File: src/rtl/options_serializer_pkg.sv
// Shared constants for the options serializer: option code words, record
// limits and FSM state encodings.
// Optional build macro: OPT_SERIALIZER_CHECKSUM_EN (adds a trailing XOR checksum word).
package options_serializer_pkg;

    localparam int MAX_DATA_WORDS = 5;
    localparam int WORD_W         = 32;

    // Option code words, identical to the values the options parser decodes
    localparam logic [31:0] OPT_CODE_START = 32'h1;
    localparam logic [31:0] OPT_CODE_END   = 32'h2;
    localparam logic [31:0] OPT_CODE_INFO  = 32'h3;
    localparam logic [31:0] OPT_CODE_DATA  = 32'h5;

    // Serializer FSM states; each non-idle state names the word being presented
    localparam logic [3:0] S_IDLE  = 4'd0;
    localparam logic [3:0] S_START = 4'd1;
    localparam logic [3:0] S_INFO  = 4'd2;
    localparam logic [3:0] S_INFOC = 4'd3;
    localparam logic [3:0] S_DATA  = 4'd4;
    localparam logic [3:0] S_DLEN  = 4'd5;
    localparam logic [3:0] S_DCONT = 4'd6;
    localparam logic [3:0] S_END   = 4'd7;
    localparam logic [3:0] S_CSUM  = 4'd8;

endpackage

File: src/rtl/options_serializer_if.sv
// Record-in / word-stream-out bus of the options serializer.
// The slave modport is the serializer itself; the master modport is the
// surrounding logic that offers records and drains the word stream.
interface options_serializer_if
    import options_serializer_pkg::*;
#(
    parameter int MAX_DATA = MAX_DATA_WORDS,
    parameter int W        = WORD_W
);
    logic                  in_valid;
    logic                  in_ready;
    logic                  in_has_info;
    logic [W-1:0]          in_info;
    logic                  in_has_data;
    logic [2:0]            in_data_len;
    logic [MAX_DATA*W-1:0] in_data;
    logic                  in_has_end;
    logic                  out_valid;
    logic                  out_ready;
    logic [W-1:0]          out_word;
    logic                  out_last;

    modport master (
        output in_valid, in_has_info, in_info, in_has_data, in_data_len, in_data, in_has_end,
        input  in_ready,
        input  out_valid, out_word, out_last,
        output out_ready
    );

    modport slave (
        input  in_valid, in_has_info, in_info, in_has_data, in_data_len, in_data, in_has_end,
        output in_ready,
        output out_valid, out_word, out_last,
        input  out_ready
    );
endinterface

File: src/rtl/options_serializer.sv
// Options serializer: takes one option record per handshake and streams it as
// START, [INFO, INFOC], [DATA, DLEN, DCONT...], [END] words for the parser.
// Optional build macro: OPT_SERIALIZER_CHECKSUM_EN appends an XOR checksum word.
module options_serializer
    import options_serializer_pkg::*;
#(
    parameter int MAX_DATA = MAX_DATA_WORDS,
    parameter int W        = WORD_W
)
(
    input  logic                  clk,
    input  logic                  rst,
    options_serializer_if.slave   bus,
    output logic                  o_busy,
    output logic                  o_err_len
);

`ifdef OPT_SERIALIZER_CHECKSUM_EN
    localparam logic [3:0] S_TAIL = S_CSUM;
`else
    localparam logic [3:0] S_TAIL = S_IDLE;
`endif

    logic [3:0]            r_state;
    logic [2:0]            r_idx;
    logic [2:0]            r_len;
    logic [W-1:0]          r_info;
    logic [MAX_DATA*W-1:0] r_data;
    logic                  r_hasInfo;
    logic                  r_hasData;
    logic                  r_hasEnd;
    logic [W-1:0]          r_word;
    logic                  r_valid;
    logic                  r_last;
    logic                  r_busy;
    logic                  r_errLen;

    logic                  w_accept;
    logic                  w_lenBad;
    logic                  w_fire;
    logic                  w_firstLast;
    logic [3:0]            w_next;
    logic [3:0]            w_nextAfter;
    logic [2:0]            w_nextIdx;
    logic [W-1:0]          w_nextWord;
`ifdef OPT_SERIALIZER_CHECKSUM_EN
    logic [W-1:0]          r_csum;
`endif

    // Successor of a word state, skipping options that are disabled in the record
    function automatic logic [3:0] nextOf(input logic [3:0] s, input logic [2:0] idx,
                                          input logic hasInfo, input logic hasData,
                                          input logic hasEnd, input logic [2:0] len);
        logic [3:0] afterData;
        logic [3:0] afterInfo;
        logic [3:0] n;
        afterData = hasEnd  ? S_END  : S_TAIL;
        afterInfo = hasData ? S_DATA : afterData;
        n = S_IDLE;
        case (s)
            S_START: n = hasInfo ? S_INFO : afterInfo;
            S_INFO:  n = S_INFOC;
            S_INFOC: n = afterInfo;
            S_DATA:  n = S_DLEN;
            S_DLEN:  n = (len != 3'd0) ? S_DCONT : afterData;
            S_DCONT: n = (({1'b0, idx} + 4'd1) < {1'b0, len}) ? S_DCONT : afterData;
            S_END:   n = S_TAIL;
            default: n = S_IDLE;
        endcase
        return n;
    endfunction

    assign w_lenBad    = bus.in_has_data && (bus.in_data_len > 3'(MAX_DATA));
    assign w_accept    = bus.in_valid && (r_state == S_IDLE);
    assign w_fire      = r_valid && bus.out_ready;
    assign w_next      = nextOf(r_state, r_idx, r_hasInfo, r_hasData, r_hasEnd, r_len);
    assign w_nextIdx   = (r_state == S_DCONT) ? (r_idx + 3'd1) : 3'd0;
    assign w_nextAfter = nextOf(w_next, w_nextIdx, r_hasInfo, r_hasData, r_hasEnd, r_len);
    assign w_firstLast = (nextOf(S_START, 3'd0, bus.in_has_info, bus.in_has_data,
                                 bus.in_has_end, bus.in_data_len) == S_IDLE);

    // Word to present once the current word has been taken
    always_comb begin
        w_nextWord = '0;
        case (w_next)
            S_START: w_nextWord = W'(OPT_CODE_START);
            S_INFO:  w_nextWord = W'(OPT_CODE_INFO);
            S_INFOC: w_nextWord = r_info;
            S_DATA:  w_nextWord = W'(OPT_CODE_DATA);
            S_DLEN:  w_nextWord = {{(W-3){1'b0}}, r_len};
            S_DCONT: w_nextWord = W'(r_data >> (W * 32'(w_nextIdx)));
            S_END:   w_nextWord = W'(OPT_CODE_END);
`ifdef OPT_SERIALIZER_CHECKSUM_EN
            S_CSUM:  w_nextWord = r_csum ^ r_word;
`endif
            default: w_nextWord = '0;
        endcase
    end

    // Capture the accepted record so the input bus is free while streaming
    always_ff @(posedge clk or posedge rst) begin
        if (rst) begin
            r_info    <= '0;
            r_data    <= '0;
            r_len     <= '0;
            r_hasInfo <= 1'b0;
            r_hasData <= 1'b0;
            r_hasEnd  <= 1'b0;
        end else if (w_accept && !w_lenBad) begin
            r_info    <= bus.in_info;
            r_data    <= bus.in_data;
            r_len     <= bus.in_data_len;
            r_hasInfo <= bus.in_has_info;
            r_hasData <= bus.in_has_data;
            r_hasEnd  <= bus.in_has_end;
        end
    end

    // Sequence the record words and drive the registered stream outputs
    always_ff @(posedge clk or posedge rst) begin
        if (rst) begin
            r_state  <= S_IDLE;
            r_idx    <= '0;
            r_word   <= '0;
            r_valid  <= 1'b0;
            r_last   <= 1'b0;
            r_busy   <= 1'b0;
            r_errLen <= 1'b0;
        end else begin
            r_errLen <= 1'b0;
            if (r_state == S_IDLE) begin
                if (w_accept && w_lenBad) begin
                    r_errLen <= 1'b1;
                end else if (w_accept) begin
                    r_state <= S_START;
                    r_idx   <= '0;
                    r_word  <= W'(OPT_CODE_START);
                    r_valid <= 1'b1;
                    r_last  <= w_firstLast;
                    r_busy  <= 1'b1;
                end
            end else if (w_fire) begin
                r_state <= w_next;
                r_idx   <= w_nextIdx;
                if (w_next == S_IDLE) begin
                    r_word  <= '0;
                    r_valid <= 1'b0;
                    r_last  <= 1'b0;
                    r_busy  <= 1'b0;
                end else begin
                    r_word  <= w_nextWord;
                    r_last  <= (w_nextAfter == S_IDLE);
                end
            end
        end
    end

`ifdef OPT_SERIALIZER_CHECKSUM_EN
    // Running XOR of every word of the record already handed downstream
    always_ff @(posedge clk or posedge rst) begin
        if (rst) begin
            r_csum <= '0;
        end else if (w_accept) begin
            r_csum <= '0;
        end else if (w_fire) begin
            r_csum <= r_csum ^ r_word;
        end
    end
`endif

    assign bus.in_ready  = (r_state == S_IDLE);
    assign bus.out_valid = r_valid;
    assign bus.out_word  = r_word;
    assign bus.out_last  = r_last;
    assign o_busy        = r_busy;
    assign o_err_len     = r_errLen;

endmodule

File: src/flat_wrapper.sv
// flat-port wrapper written by rule: the top's interface ports become plain ports
module options_serializer_flat import options_serializer_pkg::*;
#(
    parameter int MAX_DATA = MAX_DATA_WORDS,
    parameter int W        = WORD_W
)
  (clk, rst, o_busy, o_err_len, bus_in_valid, bus_in_has_info, bus_in_info, bus_in_has_data, bus_in_data_len, bus_in_data, bus_in_has_end, bus_in_ready, bus_out_valid, bus_out_word, bus_out_last, bus_out_ready);
  options_serializer_if #(.MAX_DATA(MAX_DATA), .W(W)) bus_i ();
  input  logic clk;
  input  logic rst;
  output logic o_busy;
  output logic o_err_len;
  input wire logic [$bits(bus_i.in_valid)-1:0] bus_in_valid;
  input wire logic [$bits(bus_i.in_has_info)-1:0] bus_in_has_info;
  input wire logic [$bits(bus_i.in_info)-1:0] bus_in_info;
  input wire logic [$bits(bus_i.in_has_data)-1:0] bus_in_has_data;
  input wire logic [$bits(bus_i.in_data_len)-1:0] bus_in_data_len;
  input wire logic [$bits(bus_i.in_data)-1:0] bus_in_data;
  input wire logic [$bits(bus_i.in_has_end)-1:0] bus_in_has_end;
  output wire logic [$bits(bus_i.in_ready)-1:0] bus_in_ready;
  output wire logic [$bits(bus_i.out_valid)-1:0] bus_out_valid;
  output wire logic [$bits(bus_i.out_word)-1:0] bus_out_word;
  output wire logic [$bits(bus_i.out_last)-1:0] bus_out_last;
  input wire logic [$bits(bus_i.out_ready)-1:0] bus_out_ready;
  assign bus_i.in_valid = bus_in_valid;
  assign bus_i.in_has_info = bus_in_has_info;
  assign bus_i.in_info = bus_in_info;
  assign bus_i.in_has_data = bus_in_has_data;
  assign bus_i.in_data_len = bus_in_data_len;
  assign bus_i.in_data = bus_in_data;
  assign bus_i.in_has_end = bus_in_has_end;
  assign bus_in_ready = bus_i.in_ready;
  assign bus_out_valid = bus_i.out_valid;
  assign bus_out_word = bus_i.out_word;
  assign bus_out_last = bus_i.out_last;
  assign bus_i.out_ready = bus_out_ready;
  options_serializer #(.MAX_DATA(MAX_DATA), .W(W)) u_core (.clk(clk), .rst(rst), .bus(bus_i), .o_busy(o_busy), .o_err_len(o_err_len));
endmodule
File: config.mk
export PLATFORM = sky130hd
export DESIGN_NAME = options_serializer_flat
export DESIGN_NICKNAME = d
export VERILOG_FILES = /design/src/rtl/options_serializer_pkg.sv /design/src/rtl/options_serializer_if.sv /design/src/rtl/options_serializer.sv /design/src/flat_wrapper.sv
export SDC_FILE = /design/constraint.sdc
export NUM_CORES = 1
export LEC_CHECK = 0
export ABC_AREA = 1
export CAP_MARGIN = 0
export CORE_UTILIZATION = 50
export DETAILED_ROUTE_END_ITERATION = 7
export PLACE_DENSITY = 0.81
export RECOVER_POWER = 25
export SLEW_MARGIN = 20
export SYNTH_ARGS = -nofsm -noshare
export SYNTH_HDL_FRONTEND = slang
export SYNTH_SLANG_ARGS = --single-unit
File: constraint.sdc
create_clock -name clk -period 22.1 [get_ports clk]
set_clock_uncertainty 0.05 [all_clocks]
set_input_delay 2.21 -clock clk [delete_from_list [all_inputs] [get_ports clk]]
set_output_delay 2.21 -clock clk [all_outputs]
set_load 0.05 [all_outputs]
# --- Word level (Yosys, flattened, before mapping) ---
# Index checks and enable logic that the tools add are counted.
# W data, S select, Z words.
totals:
  ff_bits: 240
  in_bits: 202
  out_inout_bits: 37
  wordCells: 87
classes:
  addsub: 3
  n_lt_le_gt_ge: 3
  n_eq_ne: 15
  shift: 1
  mux: 38
  reduce_logical: 15
ops:
  columns: ["operator", "n"]
  rows:
  - ["$pmux W32 S7", 1]
  - ["$mux W32", 5]
  - ["$shr A160 B8 Y32", 1]
  - ["$pmux W4 S6", 2]
  - ["$mux W4", 10]
  - ["$eq A4 B3 Y1 const B", 7]
  - ["$mux W3", 8]
  - ["$eq A4 B2 Y1 const B", 4]
  - ["$logic_not A4 Y1", 4]
  - ["$mux W1", 12]
  - ["$add A3 B1 Y4 const B", 2]
  - ["$eq A4 B1 Y1 const B", 2]
  - ["$lt A4 B3 Y1", 2]
  - ["$logic_and A1 B1 Y1", 5]
  - ["$reduce_and A4 Y1", 1]
  - ["$reduce_bool A2 Y1", 2]
  - ["$add A3 B1 Y3 const B", 1]
  - ["$gt A3 B3 Y1 const B", 1]
  - ["$reduce_and A3 Y1", 1]
  - ["$reduce_bool A3 Y1", 1]
  - ["$ne A2 B1 Y1 const B", 1]
  - ["$ne A2 B2 Y1 const B", 1]
  - ["$logic_not A1 Y1", 1]

# --- Depth between registers and ports, before layout ---
# Gate-level depths: netlist of the first run.
logic_depth:
  word_depth: 10
  ltp_mapped: 18
  mapped_depth_nobuf: 16

# --- Worst setup path after synthesis of the first run ---
# OpenSTA, ideal clock, no wires.
synth_path:
  path_type: "input port to flip-flop"
  start: "in bus_in_has_data"
  end: "reg u_core.r_word[1] (netlist: u_core.bus.out_word[1])"
  arrival_ps: 3215
  t_required_ps: 21930
  setup_slack_ps: 18714
  path_stages: 8
  path_buffers: 1
  cell_sequence: "nand3_1 nand3_1 clkinv_1 nor2_1 inv_2 clkbuf_1 o21ai_1 nand2_1"
synth_between:
  elab_chain_len: 4
synth_lines:
  columns: ["element", "line_no", "source"]
  rows:
  - ["start, declared", "flat_wrapper.sv:16", "input wire logic [$bits(bus_i.in_has_data)-1:0] bus_in_has_data;"]
  - ["$logic_and A1 B1 Y1", "options_serializer.sv:73", "assign w_lenBad = bus.in_has_data && (bus.in_data_len > 3'(MAX_DATA));"]
  - ["$logic_and A1 B1 Y1", "options_serializer.sv:132", "if (w_accept && w_lenBad) begin"]
  - ["$ne A2 B2 Y1 (no source line)", null, null]
  - ["$reduce_and A3 Y1 (no source line)", null, null]
  - ["end signal, assigned", "options_serializer.sv:137", "r_word <= W'(OPT_CODE_START);"]
  - ["end signal, assigned", "options_serializer.sv:151", "r_word <= w_nextWord;"]
  - ["end, declared", "options_serializer.sv:32", "logic [W-1:0] r_word;"]
# No other way between the ends.
# A chain may end at the register's enable or synchronous reset.

# --- Final worst setup path of the first run ---
layout_path:
  start: "in bus_in_has_data"
  end: "reg u_core.r_data[79]"
layout_between:
  elab_chain_len: 3
layout_lines:
  columns: ["element", "line_no", "source"]
  rows:
  - ["$logic_and A1 B1 Y1", "options_serializer.sv:73", null]
  - ["$logic_not A1 Y1", "options_serializer.sv:109", "end else if (w_accept && !w_lenBad) begin"]
  - ["$logic_and A1 B1 Y1", "options_serializer.sv:109", null]
  - ["end signal, assigned", "options_serializer.sv:111", "r_data <= bus.in_data;"]
  - ["end, declared", "options_serializer.sv:28", "logic [MAX_DATA*W-1:0] r_data;"]
# No other way between the ends.

==> impl_metrics.env, run 1 <==
export IMPL_clk_pin_slew_ns=0.06
export IMPL_syn_area_per_cell_um2=7.49
export IMPL_vias_per_cell=5.20
export IMPL_critPathRequiredTime_ns=22.40
export IMPL_holdPathEnd="u_core.bus.out_word[14]"
export IMPL_cts_sinks=239
export IMPL_die_area_um2=23200
export IMPL_cp_start_kind="input pin"
export IMPL_grt_pass1_vias=9802
export IMPL_std_cell_rows=54
export IMPL_drt_initial_drc_count=976
export IMPL_postCtsHoldBufs=0
export IMPL_worstSkewPairLatency_ns=0.52
export IMPL_post_cts_buffers=0
export IMPL_path_class="input pin to flop"
export IMPL_hold_depth=2
export IMPL_fp_dieH_um=152
export IMPL_drt_pass1_iterations=7
export IMPL_synth_top_area_share_pct=53.0
export IMPL_hpwl_um=21100
export IMPL_portBuffers=238
export IMPL_finalHoldViolCount=0
export IMPL_core_um2=22000
export IMPL_worst_pin_slew_ns=4.83
export IMPL_io_pins=239
export IMPL_cp_max_fo=118
export IMPL_die_w_um=152
export IMPL_design_area_um2=14600
export IMPL_cts_resized=0
export IMPL_yosysUniqueCellTypes=32
export IMPL_drv_cap=2
export IMPL_place_gp_congestion=0.879
export IMPL_worst_ep_arrival_time_ns=8.05
export IMPL_grt_overflow=0
export IMPL_num_nets_final=1906
export IMPL_final_cells=1998
export IMPL_synth_top_cells_by_area="dfrtp_1 53%, nand2_1 30%, nand3_1 3.6%, o211ai_1 2.1%, o21ai_0 1.9%"
export IMPL_route_vias_total=10400
export IMPL_synthesis_area_um2=11300
export IMPL_yosys_warnings=0
export IMPL_p_clk_share_pct=46.8
export IMPL_pre_cts_ws_ns=16.63
export IMPL_status="finished with violations"
export IMPL_antenna_found_initial=2
export IMPL_rr_endpoint="u_core.r_data[79]"
export IMPL_cts_root_buf="clkbuf_16"
export IMPL_switchingPower_uw=183
export IMPL_htree_levels=1
export IMPL_ir_drop_v=0.0000612
export IMPL_grt_usage_pct=27.5
export IMPL_setup_viol=0
export IMPL_cts_buffers=24
export IMPL_routed_wl_um=31600
export IMPL_drc=13
export IMPL_grt_max_degree=119
export IMPL_setup_tns_ns=0
export IMPL_ff2ff_setup_slack_ns=16.03
export IMPL_postRouteAntennaNets=0
export IMPL_syn_to_final_growth_pct=29.1
export IMPL_power_leakage_nw=7.71
export IMPL_end_kind="flop"
export IMPL_p_per_area_nw_per_um2=62.6
export IMPL_post_route_period_util_pct=35.1
export IMPL_avgRoutedWirePerCell_um=15.8
export IMPL_synth_seq_cells=239
export IMPL_p_sw_share_pct=20.0
export IMPL_finalMaxSlewViolations=198
export IMPL_cts_tree="yes"
export IMPL_clk_path_buf_depth=3
export IMPL_p_int_uw=730
export IMPL_grt_pass1_wl_um=51400
export IMPL_fmax_mhz=129
export IMPL_reg2reg_depth=9
export IMPL_min_from="u_core.bus.out_word[14]"
export IMPL_drive_gt1_share_pct=4.25
export IMPL_min_period_ns=7.75
export IMPL_synth_nets=1715
export IMPL_synth_area_leader_cell="dfrtp_1"
export IMPL_fin_hold_ws_ns=0.429
export IMPL_min_path_type="flop to flop"
export IMPL_rsz0062_at_grt="false"
export IMPL_maxSlewHeadroom_pct=-224
export IMPL_placed_cells=1951
export IMPL_pwr_share_seq_pct=48.0
export IMPL_initial_utilization_pct=51.4
export IMPL_violations="design-rule violations, max-capacitance violations, max-slew violations"
export IMPL_synth_seq_area_share_pct=53.0
export IMPL_placed_area_um2=13700
export IMPL_rr_startpoint="u_core.r_state[0]"
export IMPL_worst_slack_ns=14.35
export IMPL_pwr_share_comb_pct=5.2
export IMPL_syn_inst=1507
-- how the worst max path moves through the flow --
stage | from | endpoint | slack, ns | cells after the start
final | bus_in_has_data | u_core.r_data[79] | 14.35 | 8
after global routing | bus_in_has_data | u_core.r_data[70] | 13.67 | 8
after CTS | bus_in_has_data | u_core.r_data[68] | 17.13 | 7
after detailed placement | bus_in_has_data | u_core.r_data[81] | 16.63 | 7
after global placement | bus_in_has_data | u_core.r_data[69] | 16.71 | 7
after floorplan | rst | u_core.bus.out_last | 13.28 | 1
-- metal layers --
layer / share of wire, % / vias to the layer above / GRT usage, %
li1: - / 5036 / -
met5: 0 / - / 0
met3: 7.0 / 42 / 4.10
met4: 2.1 / 0 / 7.34
met2: 46 / 398 / 42.6
met1: 45 / 4910 / 40.6
-- power by group through the flow --
stage	Sequential [mW]	Combinational [mW]	Clock, mW
finish	0.438	0.0475	0.427
floorplan	0.446	0.00642	0
detailed placement	0.446	0.0480	0
CTS	0.438	0.0483	0.433
global placement	0.446	0.0487	0
global route	0.437	0.0507	0.452
-- final cells by class --
cell class | instances | area [µm²]
Inverter | 61 | 240
Clock buffer | 42 | 779
Clock inverter | 2 | 60.1
Multi-Input combinational cell | 1122 | 4680
Sequential cell | 239 | 5980
Timing Repair Buffer | 250 | 2480
Fill cell | 1803 | 7390
Antenna cell | 2 | 5.00
Tap cell | 280 | 350
-- cell usage in the layout, fill, tap and decap left out, drive strengths merged, types with 19 or more instances in the layout --
cell	n
dlygate4sd3	19
dfrtp	239
o211ai	31
clkdlybuf4s50	219
inv	60
clkbuf	43
nor2	28
o21ai	44
nand2	909
nand3	83
-- metrics by stage --
stage / power (mW) / util [%]
final: 0.912 / 66.3
after global routing: 0.940 / 66.3
after CTS: 0.919 / 66.3
after detailed placement: 0.494 / 62.5
after global placement: 0.494 / 62.5
after floorplan: 0.452 / -
-- state kept, by name, summed over array words and instances, names as in the netlist --
name                  flops
u_core.bus.out_last       1
u_core.bus.out_valid      1
u_core.bus.out_word      32
u_core.o_err_len          1
u_core.r_data           160
u_core.r_hasData          1
u_core.r_hasEnd           1
u_core.r_hasInfo          1
u_core.r_idx              3
u_core.r_info            32
u_core.r_len              3
u_core.r_state            3
-- cells in the mapped netlist, drive strengths merged --
master and number:
a21oi 7, a22o 1, a31oi 1, and2 1, buf 44, clkbuf 41, clkinv 1, dfrtp 239
ha 6, inv 60, nand2 909, nand3 83, nand3b 1, nand4 2, nor2 28, nor3 4
o211ai 31, o21ai 44, o22ai 2, xor2 2
-- critical path, stage by stage --
cell and delay (ns):
dlygate4sd3_1 0.57, nand3_1 0.16, nand3_4 0.11, clkbuf_1 2.71
inv_6 1.13, buf_4 0.74, nand2_1 0.18, o21ai_0 0.10
-- cell families after synthesis --
| kind of cell | count (synthesis) | share of synthesized area (%) |
|---|---|---|
| compound gates | 86 | 4.60 |
| xor+xnor | 2 | 0.155 |
| fa+ha+maj | 6 | 0.665 |
| buf+inv | 146 | 5.79 |
| flops | 239 | 53.0 |
| simple gates | 1028 | 35.8 |
Power figures use the tool's default switching activity.
==> inputs of run 2 (changes only) <==
--- a/config.mk
+++ b/config.mk
@@ -7,9 +7,9 @@
 export LEC_CHECK = 0
 export ABC_AREA = 1
 export CAP_MARGIN = 0
-export CORE_UTILIZATION = 50
+export CORE_UTILIZATION = 47
 export DETAILED_ROUTE_END_ITERATION = 7
-export PLACE_DENSITY = 0.81
+export PLACE_DENSITY = 0.8
 export RECOVER_POWER = 25
 export SLEW_MARGIN = 20
 export SYNTH_ARGS = -nofsm -noshare
==> constraint.sdc (replaced) <==
create_clock -name clk -period 6.4 [get_ports clk]
set_clock_uncertainty 0.05 [all_clocks]
set_input_delay 0.64 -clock clk [delete_from_list [all_inputs] [get_ports clk]]
set_output_delay 0.64 -clock clk [all_outputs]
set_load 0.05 [all_outputs]
==> impl_metrics.env, run 2 (synthesized netlist as in run 1, its figures left out) <==
export IMPL_die_w_um=157
export IMPL_min_period_ns=4.31
export IMPL_routed_wl_um=31600
export IMPL_ir_drop_v=0.000167
export IMPL_worstSkewPairLatency_ns=0.53
export IMPL_std_cell_rows=56
export IMPL_grt_usage_pct=26.1
export IMPL_drt_pass1_iterations=5
export IMPL_violations="max-capacitance violations, max-slew violations"
export IMPL_htree_levels=1
export IMPL_min_path_type="input pin to asynchronous set/reset pin"
export IMPL_drt_initial_drc_count=890
export IMPL_io_pins=239
export IMPL_largest_reg_flops=160
export IMPL_setup_tns_ns=0
export IMPL_post_route_period_util_pct=67.3
export IMPL_drv_cap=3
export IMPL_cts_buffers=25
export IMPL_total_power_mw=3.08
export IMPL_cp_max_fo=76
export IMPL_cp_start_kind="input pin"
export IMPL_fp_dieH_um=157
export IMPL_grt_pass1_vias=9921
export IMPL_p_per_area_nw_per_um2=212
export IMPL_grt_pass1_wl_um=50500
export IMPL_worst_pin_slew_ns=2.37
export IMPL_route_vias_total=10400
export IMPL_num_nets_final=1907
export IMPL_p_clk_share_pct=45.6
export IMPL_postCtsHoldBufs=0
export IMPL_drc=0
export IMPL_switchingPower_uw=646
export IMPL_path_class="input pin to asynchronous set/reset pin"
export IMPL_rsz0062_at_grt="false"
export IMPL_worst_ep_arrival_time_ns=4.53
export IMPL_pwr_share_seq_pct=49.0
export IMPL_placed_area_um2=13800
export IMPL_maxSlewHeadroom_pct=-58.0
export IMPL_cts_resized=0
export IMPL_finalHoldViolCount=0
export IMPL_status="finished with violations"
export IMPL_p_sw_share_pct=20.9
export IMPL_cts_tree="yes"
export IMPL_drive_gt1_share_pct=4.14
export IMPL_cts_sinks=239
export IMPL_initial_utilization_pct=47.9
export IMPL_critPathRequiredTime_ns=6.63
export IMPL_syn_to_final_growth_pct=28.9
export IMPL_hpwl_um=21400
export IMPL_antenna_found_initial=1
export IMPL_regMostFlops="u_core.r_data"
export IMPL_setup_viol=0
export IMPL_end_kind="asynchronous set/reset pin"
export IMPL_avgRoutedWirePerCell_um=15.5
export IMPL_vias_per_cell=5.12
export IMPL_design_area_um2=14500
export IMPL_mostFrequentLayoutCells="906 x nand2_1, 239 x dfrtp_1, 237 x clkdlybuf4s50_1, 80 x nand3_1, 51 x inv_1"
export IMPL_die_area_um2=24600
export IMPL_clk_path_buf_depth=3
export IMPL_core_um2=23500
export IMPL_power_leakage_nw=7.62
export IMPL_finalMaxSlewViolations=166
export IMPL_place_gp_congestion=0.859
export IMPL_placed_cells=1991
export IMPL_portBuffers=238
export IMPL_fmax_mhz=232
export IMPL_grt_max_degree=124
export IMPL_p_int_mw=2.44
export IMPL_postRouteAntennaNets=0
export IMPL_final_common_cell="nand2_1"
export IMPL_final_cells=2036
export IMPL_post_cts_buffers=0
export IMPL_cts_root_buf="clkbuf_16"
export IMPL_grt_overflow=0
export IMPL_clk_pin_slew_ns=0.06
export IMPL_pwr_share_comb_pct=5.4
[run 2: changes by cell type in the layout (fill, tap and decap cells not counted), sizes merged, moves of 2 or more]
| cell | delta |
|---|---|
| buf | -2 |
| clkbuf | -2 |
| clkdlybuf4s50 | +18 |
| clkinv | +4 |
| dlygate4sd3 | -18 |
[run 2: power groups by stage]
| stage | clock (mW) | combinational [mW] | sequential (mW) |
|---|---|---|---|
| after floorplan | 0 | 0.0224 | 1.54 |
| after global placement | 0 | 0.170 | 1.54 |
| after detailed placement | 0 | 0.167 | 1.54 |
| after CTS | 1.42 | 0.168 | 1.51 |
| after global routing | 1.48 | 0.176 | 1.51 |
| final | 1.41 | 0.165 | 1.51 |
[run 2: final cells by class]
cell class / count / area, µm²
clock inverters: 6 / 62.6
clock buffers: 38 / 724
inverters: 61 / 240
well taps: 319 / 399
fillers: 2085 / 9000
flip-flops and latches: 239 / 5980
repair buffers: 250 / 2460
multi-input cells: 1122 / 4670
diodes: 1 / 2.50
[run 2: worst paths after layout]
kind              cells past startpoint                from            endpoint  slack (ns)
max                                   4                 rst   u_core.r_data[50]        2.09
min                                   2                 rst    u_core.r_info[1]        0.39
max reg2reg                           8   u_core.r_state[0]   u_core.r_data[81]        2.19
min reg2reg                           2  u_core.r_data[103]  u_core.r_data[103]        0.43
max in group clk                      8   u_core.r_state[0]   u_core.r_data[81]        2.19
min in group clk                      2  u_core.r_data[103]  u_core.r_data[103]        0.43
[run 2: critical path, stage by stage]
cell and delay, ns:
dlygate4sd3_1 0.54, clkinvlp_2 0.10, clkbuf_1 1.60, clkbuf_2 1.58
[run 2: metrics by stage]
stage,setup WS (ns),utilization [%],hold WS (ns)
floorplan,2.58,-,0.399
global placement,2.35,58.5,0.411
finish,2.09,61.8,0.390
detailed placement,2.23,58.5,0.415
global route,1.33,61.8,0.395
CTS,2.44,61.8,0.274
[run 2: layer usage]
metal  up-vias  track usage [%]  routed length (µm)
li1       5034                -                   -
met5         -                0                   0
met3        69             3.00                2120
met2       429             40.5               14300
met1      4890             37.8               14100
met4         0             9.10                1070
